$ cat config.mk
export PLATFORM = sky130hd
export DESIGN_NAME = vce_palette_loader
export DESIGN_NICKNAME = d
export VERILOG_FILES = /design/src/rtl/vce_palette_loader.sv
export SDC_FILE = /design/constraint.sdc
export NUM_CORES = 1
export LEC_CHECK = 0
export CELL_PAD_IN_SITES_DETAIL_PLACEMENT = 1
export CELL_PAD_IN_SITES_GLOBAL_PLACEMENT = 1
export CORE_MARGIN = 3
export CORE_UTILIZATION = 35
export CTS_CLUSTER_DIAMETER = 40
export CTS_CLUSTER_SIZE = 25
export DETAILED_ROUTE_END_ITERATION = 16
export PLACE_DENSITY = 0.83
export SLEW_MARGIN = 20
export SYNTH_ARGS = -nofsm -noshare
export SYNTH_HDL_FRONTEND = slang
export SYNTH_SLANG_ARGS = --single-unit
$ cat constraint.sdc
create_clock -name clock -period 2.7 [get_ports clock]
set_input_delay 0.54 -clock clock [delete_from_list [all_inputs] [get_ports clock]]
set_output_delay 0.54 -clock clock [all_outputs]
set_load 0.02 [all_outputs]
$ cat src/rtl/vce_palette_loader.sv
// Bus initiator that uploads palette entries into the HuC6260 VCE colour RAM
// through its register port, with an optional readback-and-compare pass.
module vce_palette_loader #(
  parameter int SETUP_CYC = 1,
  parameter int PULSE_CYC = 2,
  parameter int HOLD_CYC  = 1
) (
  input  logic       clock,
  input  logic       reset,
  input  logic       start,
  input  logic [1:0] mode,
  input  logic [8:0] base_addr,
  input  logic [9:0] count,
  input  logic       verify_en,
  output logic [8:0] src_addr,
  input  logic [8:0] src_data,
  output logic [2:0] A,
  output logic [7:0] D_out,
  output logic       D_oe,
  input  logic [7:0] D_in,
  output logic       CS_n,
  output logic       WR_n,
  output logic       RD_n,
  output logic       busy,
  output logic       done,
  output logic       error,
  output logic [8:0] err_addr
);

  localparam int BUS_LEN = SETUP_CYC + PULSE_CYC + HOLD_CYC;
  localparam logic [7:0] P_STRB = 8'(SETUP_CYC);
  localparam logic [7:0] P_HOLD = 8'(SETUP_CYC + PULSE_CYC);
  localparam logic [7:0] P_LAST = 8'(BUS_LEN - 1);

  typedef enum logic [1:0] {IDLE, BUS, FETCH, VERIFY_DONE} state_t;
  typedef enum logic [3:0] {
    W_CR, W_CTAL, W_CTAH, W_LO, W_HI, R_CTAL, R_CTAH, R_LO, R_HI
  } step_t;

  state_t     state;
  step_t      step;
  logic [7:0] pcnt;
  logic       fcnt;
  logic [1:0] mode_q;
  logic [8:0] base_q;
  logic [9:0] total;
  logic       verify_q;
  logic [9:0] index;
  logic [8:0] cta;
  logic [8:0] entry;

  logic [2:0] step_a;
  logic [7:0] step_d;
  logic       step_write;
  logic       strobe_on;
  logic       last_entry;
  logic       capture;
  logic [8:0] cur_entry;

  // The first bus clock of W_LO/R_LO coincides with the end of FETCH, so the
  // freshly arrived source word is used directly while it is being captured.
  always_comb begin
    capture    = (step == W_LO || step == R_LO) && (pcnt == 8'd0);
    cur_entry  = capture ? src_data : entry;
    strobe_on  = (pcnt >= P_STRB) && (pcnt < P_HOLD);
    last_entry = (index == total - 10'd1);
    step_a     = 3'd0;
    step_d     = 8'h00;
    step_write = 1'b1;
    case (step)
      W_CR:           step_d = {6'b0, mode_q};
      W_CTAL, R_CTAL: begin step_a = 3'd2; step_d = base_q[7:0]; end
      W_CTAH, R_CTAH: begin step_a = 3'd3; step_d = {7'b0, base_q[8]}; end
      W_LO:           begin step_a = 3'd4; step_d = cur_entry[7:0]; end
      W_HI:           begin step_a = 3'd5; step_d = {7'b0, cur_entry[8]}; end
      R_LO:           begin step_a = 3'd4; step_write = 1'b0; end
      R_HI:           begin step_a = 3'd5; step_write = 1'b0; end
      default:        step_a = 3'd0;
    endcase
  end

  always_ff @(posedge clock) begin
    if (reset) begin
      state    <= IDLE;
      step     <= W_CR;
      pcnt     <= 8'd0;
      fcnt     <= 1'b0;
      mode_q   <= 2'd0;
      base_q   <= 9'd0;
      total    <= 10'd0;
      verify_q <= 1'b0;
      index    <= 10'd0;
      cta      <= 9'd0;
      entry    <= 9'd0;
      src_addr <= 9'd0;
      A        <= 3'd0;
      D_out    <= 8'h00;
      D_oe     <= 1'b0;
      CS_n     <= 1'b1;
      WR_n     <= 1'b1;
      RD_n     <= 1'b1;
      busy     <= 1'b0;
      done     <= 1'b0;
      error    <= 1'b0;
      err_addr <= 9'd0;
    end else begin
      done <= 1'b0;
      case (state)
        IDLE: begin
          if (start && !done) begin
            mode_q   <= mode;
            base_q   <= base_addr;
            total    <= (count == 10'd0) ? 10'd512 : count;
            verify_q <= verify_en;
            error    <= 1'b0;
            step     <= W_CR;
            pcnt     <= 8'd0;
            state    <= BUS;
          end
        end

        BUS: begin
          busy <= 1'b1;
          CS_n <= 1'b0;
          A    <= step_a;
          D_oe <= step_write;
          WR_n <= !(step_write && strobe_on);
          RD_n <= !(!step_write && strobe_on);
          if (step_write) D_out <= step_d;
          if (capture) entry <= src_data;
          // Readback data is taken at the end of the last strobe-low clock.
          if (!step_write && pcnt == P_HOLD) begin
            if ((step == R_LO && D_in != entry[7:0]) ||
                (step == R_HI && D_in[0] != entry[8])) begin
              if (!error) err_addr <= cta;
              error <= 1'b1;
            end
          end
          if (pcnt == P_LAST) begin
            pcnt <= 8'd0;
            case (step)
              W_CR:   step <= W_CTAL;
              W_CTAL: step <= W_CTAH;
              W_CTAH: begin
                step  <= W_LO;
                index <= 10'd0;
                cta   <= base_q;
                state <= FETCH;
              end
              W_LO:   step <= W_HI;
              W_HI: begin
                cta <= cta + 9'd1;
                if (!last_entry) begin
                  index <= index + 10'd1;
                  step  <= W_LO;
                  state <= FETCH;
                end else if (verify_q) begin
                  step <= R_CTAL;
                end else begin
                  state <= VERIFY_DONE;
                end
              end
              R_CTAL: step <= R_CTAH;
              R_CTAH: begin
                step  <= R_LO;
                index <= 10'd0;
                cta   <= base_q;
                state <= FETCH;
              end
              R_LO:   step <= R_HI;
              R_HI: begin
                cta <= cta + 9'd1;
                if (!last_entry) begin
                  index <= index + 10'd1;
                  step  <= R_LO;
                  state <= FETCH;
                end else begin
                  state <= VERIFY_DONE;
                end
              end
              default: state <= VERIFY_DONE;
            endcase
          end else begin
            pcnt <= pcnt + 8'd1;
          end
        end

        FETCH: begin
          busy <= 1'b1;
          CS_n <= 1'b1;
          D_oe <= 1'b0;
          WR_n <= 1'b1;
          RD_n <= 1'b1;
          if (!fcnt) begin
            src_addr <= index[8:0];
            fcnt     <= 1'b1;
          end else begin
            fcnt  <= 1'b0;
            pcnt  <= 8'd0;
            state <= BUS;
          end
        end

        VERIFY_DONE: begin
          CS_n  <= 1'b1;
          D_oe  <= 1'b0;
          WR_n  <= 1'b1;
          RD_n  <= 1'b1;
          busy  <= 1'b0;
          done  <= 1'b1;
          state <= IDLE;
        end

        default: state <= IDLE;
      endcase
    end
  end

endmodule

==> flow_summary_export.csv <==
group,metric,value,unit
outcome,status,"completed",
timing,fin_crit,2580,ps
floorplan,rows,42,
setup_path,crit_path_end_kind,"flip-flop",
yosys,syn_area,4990,sq um
clocking,worstSkewPairLatency,350,ps
drt,drt-total-wl,14600,um
cells_and_area,fin_nets,740,
timing,period_share,0.954,
grt,antenna_found_initial,0,
setup_path,crit_chain,"or3_4, or3_1, a32o_1, o211ai_4, o31ai_4, buf_12, or4_1, a21oi_1",
drt,drt-vias-per-instance,5.39,
cells_and_area,drive_gt1_frac,0.0861,
grt,grt_max_degree,87,
cells_and_area,diodes,0,
min_path,hold_end,"mode_q[1]$_SDFFE_PP0P_",
placed_design,dp.cells,856,
yosys,synth-seq-area-share,0.406,
clocking,cts_buffer_depth,2,
setup_path,cp.required,2980,ps
yosys,synth_ff_type,"dfxtp_1",
min_path,holdPathStages,2,
setup_path,reg2reg_slack,120,ps
yosys,ys_seq_elements,101,
floorplan,fp.dieH,125,um
timing,report.final.slew_viol_count,0,
pwr,power_leakage,0.00249,uW
placed_design,io_buffers,77,
grt,track_usage,0.185,
pwr,vdd_ir_drop_max,300,uV
clocking,cts_buffers,9,
cells_and_area,final_common_cell,"dfxtp_1",
setup_path,r2r-start,"total[2]$_SDFFE_PP0P_",
floorplan,coreArea,13600,sq um
min_path,hold_path_startpoint,"mode_q[1]$_SDFFE_PP0P_",
yosys,synth-xor-area-share,0.0474,
pwr,powerDensity,507,nW/um^2
yosys,ys_warn_count,0,
floorplan,start_util,0.368,
drt,wl_per_cell,16.7,um
timing,timing.fmax,0.388,GHz
floorplan,die_w,125,um
min_path,hold_path.class,"reg2reg",
setup_path,crit_path_top_delay_cell,"or4_1",
setup_path,crit_buf_inv,1,
timing,slew_headroom,0.510,
floorplan,dieArea,15700,sq um
setup_path,crit_arrival,2850,ps
clocking,cts_root_buf,"clkbuf_16",
yosys,synth_adder_area_share,0.0151,
grt,grt_overflow,0,
drt,drtIter0Drc,237,
yosys,synth-edff-count,0,
timing,skew,6.88,ps
yosys,synth-simple-area-share,0.239,
setup_path,crit_path_start_kind,"flip-flop",
setup_path,max_stage_delay,500,ps
timing,hold_viol,0,
grt,grt_pass1_wl,24200,um
yosys,synth_cells,611,
grt,grt_pass1_vias,4844,
clocking,cts_tree,"done",
timing,tightest_slew,717,ps
cells_and_area,final_cells,873,
yosys,synthMuxAreaShare,0.0806,
cells_and_area,syn_to_final_growth,28.3,%
setup_path,critPathTopFamily,"simple AND/OR/NAND/NOR gates",
drt,drc,0,
timing,whs,472,ps
setup_path,worst_r2r_endpoint,"index[9]$_SDFFE_PP0P_",
cells_and_area,most-common-layout-cells,"dfxtp_1, nand2_1, nor2_1, clkdlybuf4s50_1, a21oi_1",
drt,vias,4708,
job,drv_cap,0,
yosys,syn_area_per_cell,8.16,sq um
yosys,synth_compound_area_frac,0.175,
floorplan,io_pins,78,
placed_design,place_congestion,0.899,
clocking,clk_pin_slew_worst_paths,70,ps
setup_path,crit_type,"reg2reg",
yosys,synth_fp_nets,659,
drt,dr.pass1.iters,4,
setup_path,critPathMaxFanout,16,
timing,setup_viol,0,
yosys,synth_cell_types,58,
yosys,synthArstFlopShare,0,
yosys,synth_top_family_by_area,"simple AND/OR/NAND/NOR gates",
clocking,cts_htree_levels,3,
clocking,cts_num_sinks,101,
placed_design,hpwl,10900,um
setup_path,reg2regPathDepth,8,
drt,final_antenna_net_count,0,
-- synthesized netlist by cell type, drive strengths merged (3+ instances only) --
library cell | n | area (sq um)
xor2 | 7 | 61.3
and3 | 6 | 37.5
dfxtp | 101 | 2020
a21o | 3 | 22.5
or3 | 13 | 81.3
nor2 | 76 | 285
a22oi | 11 | 82.6
a31oi | 6 | 52.6
ha | 6 | 75.1
a2bb2oi | 3 | 26.3
a21oi | 51 | 259
a211oi | 4 | 30.0
buf | 5 | 28.8
nor2b | 8 | 50.1
clkbuf | 32 | 120
or4 | 4 | 30.0
o21ai | 27 | 135
inv | 10 | 37.5
nand3 | 19 | 95.1
o31ai | 4 | 43.8
xnor2 | 20 | 175
nor4 | 3 | 18.8
mux2i | 39 | 390
nor3 | 19 | 100
nand2 | 77 | 289
nand4 | 12 | 75.1
o22ai | 4 | 25.0
o211ai | 3 | 36.3
nand2b | 9 | 56.3
-- worst min-delay path, delay by kind of cell (launching register included) --
family           cells  cell delay [ps]
flip-flops           1              320
AO/OA/AOI/OAI        1               60
AND/OR/NAND/NOR      1               50
-- layer usage --
layer | part of all wire | GRT usage | up-vias
li1 | - | - | 2316
met2 | 0.49 | 0.324 | 79
met1 | 0.46 | 0.231 | 2297
met3 | 0.032 | 0.0448 | 16
met5 | 0 | 0 | -
met4 | 0.015 | 0.0459 | 0
-- cell type report --
type                            instances  area (sq um)
Clock buffer                           11           243
Clock inverter                          5          57.6
Fill cell                            1648          7160
Inverter                               10          37.5
Multi-Input combinational cell        463          2800
Sequential cell                       101          2020
Tap cell                              176           220
Timing Repair Buffer                  107          1020
-- report_power, final --
group	internal, uW	switching, uW
registers	1520	30.8
logic	176	191
clock network	748	580
-- kinds of logic (layout without fill, tap and decap cells) --
group           count (synthesis)  count (layout)
fa+ha+maj                       6               6
simple gates                  256             256
flops                         101             101
xor+xnor                       27              27
compound gates                134             134
mux                            40              40
buf+inv                        47             133
-- through the flow --
step | utilization | cell area, sq um | TNS [ps] | power, uW | setup WS [ps]
2_1_floorplan | - | 4990 | 0 | 1780 | 215
3_3_place_gp | 0.447 | 6060 | 0 | 1930 | 173
3_5_place_dp | 0.447 | 6060 | 0 | 1940 | 81.6
4_1_cts | 0.469 | 6360 | 0 | 3270 | 64.7
5_1_grt | 0.472 | 6400 | -1.80 | 3370 | -1.80
6_report | 0.472 | 6400 | 0 | 3250 | 124
-- timing repair --
item / CTS / global route
endpoints found under the hold margin: 0 / 0
endpoints found under the setup margin: 0 / 11
buffers inserted: 0 / 1
hold buffers: 0 / 0
gates resized for setup: 0 / 6
-- how the worst max path moves through the flow --
stage	start	cells after the start	end	slack [ps]
after floorplan	total[2]$_SDFFE_PP0P_	9	index[0]$_SDFFE_PP0P_	220
after global placement	total[2]$_SDFFE_PP0P_	7	index[0]$_SDFFE_PP0P_	170
after detailed placement	total[2]$_SDFFE_PP0P_	7	index[0]$_SDFFE_PP0P_	80
after CTS	total[2]$_SDFFE_PP0P_	7	index[0]$_SDFFE_PP0P_	60
after global routing	total[2]$_SDFFE_PP0P_	8	index[9]$_SDFFE_PP0P_	-2
final	total[2]$_SDFFE_PP0P_	8	index[9]$_SDFFE_PP0P_	120
-- flip-flops by register name (all words and copies together) (netlist names), 2 cells and up --
| register | cells |
|---|---|
| state | 2 |
| total | 10 |
| mode_q | 2 |
| D_out | 8 |
| src_addr | 9 |
| base_q | 9 |
| pcnt | 8 |
| step | 4 |
| err_addr | 9 |
| A | 3 |
| entry | 9 |
| index | 10 |
| cta | 9 |
Note: power is estimated with default switching activity, not from simulation.
==> variant (config.mk and constraints unchanged) <==
The 4 states of `state_t` get a one-hot encoding in 4 bits.
--- a/src/rtl/vce_palette_loader.sv
+++ b/src/rtl/vce_palette_loader.sv
@@ -32,7 +32,7 @@
   localparam logic [7:0] P_HOLD = 8'(SETUP_CYC + PULSE_CYC);
   localparam logic [7:0] P_LAST = 8'(BUS_LEN - 1);
 
-  typedef enum logic [1:0] {IDLE, BUS, FETCH, VERIFY_DONE} state_t;
+  typedef enum logic [3:0] {IDLE = 4'b0001, BUS = 4'b0010, FETCH = 4'b0100, VERIFY_DONE = 4'b1000} state_t;
   typedef enum logic [3:0] {
     W_CR, W_CTAL, W_CTAH, W_LO, W_HI, R_CTAL, R_CTAH, R_LO, R_HI
   } step_t;
Check against the original RTL: same outputs for any inputs over 4 cycles, from zero or initial values and one cycle with reset high; so few cycles prove little.
==> variant against the original RTL <==
  * Sequential share of layout area is 0.087 points higher
  * Count of clock-buffer cells in the layout up 2
  * Via count rose by 2.2%
  * Largest cell class unchanged
  * Wire length increased by 7.5%
  * Design area grew 1.7%
  * Power increased by 5.2%
  * Critical endpoint is now step[2]
  * Largest power group unchanged
  * Critical path type unchanged
  * Highest routed layer unchanged
  * Area after synthesis grew 4.3%
  * Sequential cell count rose by 2
  * Worst setup slack gained 75 ps
==> variant: results <==
set metrics [dict create \
    status "completed" \
    drt_iter0_markers 284 \
    fin_worst_skew_ps 8.280 \
    met3_usage_pct 3.125 \
    wl_met2_um 7514 \
    multi_input_comb_cells 477 \
    grt_pass1_vias 4959 \
    met2_usage_pct 32.53 \
    cpPeakStageDelay_ps 340 \
    clock_latency_ps 360 \
    dp_hpwl_um 11590 \
    clock_area_share_pct 4.999 \
    p_leak_nw 2.435 \
    nets 749 \
    wl_met3_um 739 \
    ir_worst_vdd_v 0.0002972 \
    critPathArrivalTime_ps 2770 \
    gp_congestion 0.9120 \
    synth-seq-cells 103 \
    grt_pass1_wl_um 25410 \
    bufAreaShareNonClock_pct 14.30 \
    cpLargestDelayFamily "simple AND/OR/NAND/NOR gates" \
    clkbuf_count 13 \
    placed_cells 870 \
    place_ws_ps 90.12 \
    synthXorXnorAreaFrac_pct 7.359 \
    grt_max_degree 31 \
    clk_pin_slew_ps 70 \
    reg_top3 "index (10), total (10)" \
    yosys-top-cells-area "dfxtp_1, mux2i_1, nor2_1" \
    post_cts_buffers 0 \
    wl_met1_um 7063 \
    inv_count 11 \
    synth_compound_area_share_pct 15.68 \
    n_fill_cell 1724 \
    vias 4811 \
    ys_seq_area_share_pct 39.63 \
    diodes 0 \
    synthDistinctLibCells 63 \
    postSynthAreaPerCell_um2 8.258 \
    path_max_fanout 8 \
    cts_resized 0 \
    vias_per_cell 5.430 \
    grt_usage_pct 19.26 \
    buffers 99 \
    drive_gt1_share_pct 8.357 \
    drc 0 \
    wirelength_um 15660 \
    multi_input_area_um2 2923 \
    synth-adder-area-share_pct 1.443 \
    htreeDepth 3 \
    crit_slowest_cell "nor4_2" \
    slew_headroom_pct 45.37 \
    muxShareOfSynthArea_pct 7.215 \
    seq_share_pct 31.69 \
    synth_common_cells "dfxtp_1, nor2_1, nand2_1, a21oi_1, mux2i_1" \
    gr-usage-met1_pct 24.72 \
    syn_nets 678 \
    antenna_found_initial 0 \
]
-- variant: logic make-up (layout without fill, tap and decap cells) --
family	count (synthesis)	after routing
AND/OR/NAND/NOR	266	266
AO/OA/AOI/OAI	126	126
flip-flops	103	103
buffers and inverters	50	126
XOR/XNOR	42	42
multiplexers	37	37
adder cells (fa/ha/maj)	6	6
-- variant: per-stage QoR --
| step | util [%] | instance area, um^2 |
|---|---|---|
| final | 45.82 | 6507 |
| after global routing | 45.82 | 6507 |
| after CTS | 45.80 | 6505 |
| after detailed placement | 43.51 | 6180 |
| after global placement | 43.51 | 6180 |
| after floorplan | - | 5202 |
-- variant: final timing paths --
kind | slack, ps | cells after the start | endpoint | start
max | 200 | 11 | step[2] | total[0]
min | 450 | 2 | mode_q[0] | mode_q[0]
max reg2reg | 200 | 11 | step[2] | total[0]
min reg2reg | 450 | 2 | mode_q[0] | mode_q[0]
-- variant: power by group --
group	switching (mW)	internal [mW]
clock	0.569	0.863
sequential	0.0458	1.55
combinational	0.208	0.175
total	0.824	2.59
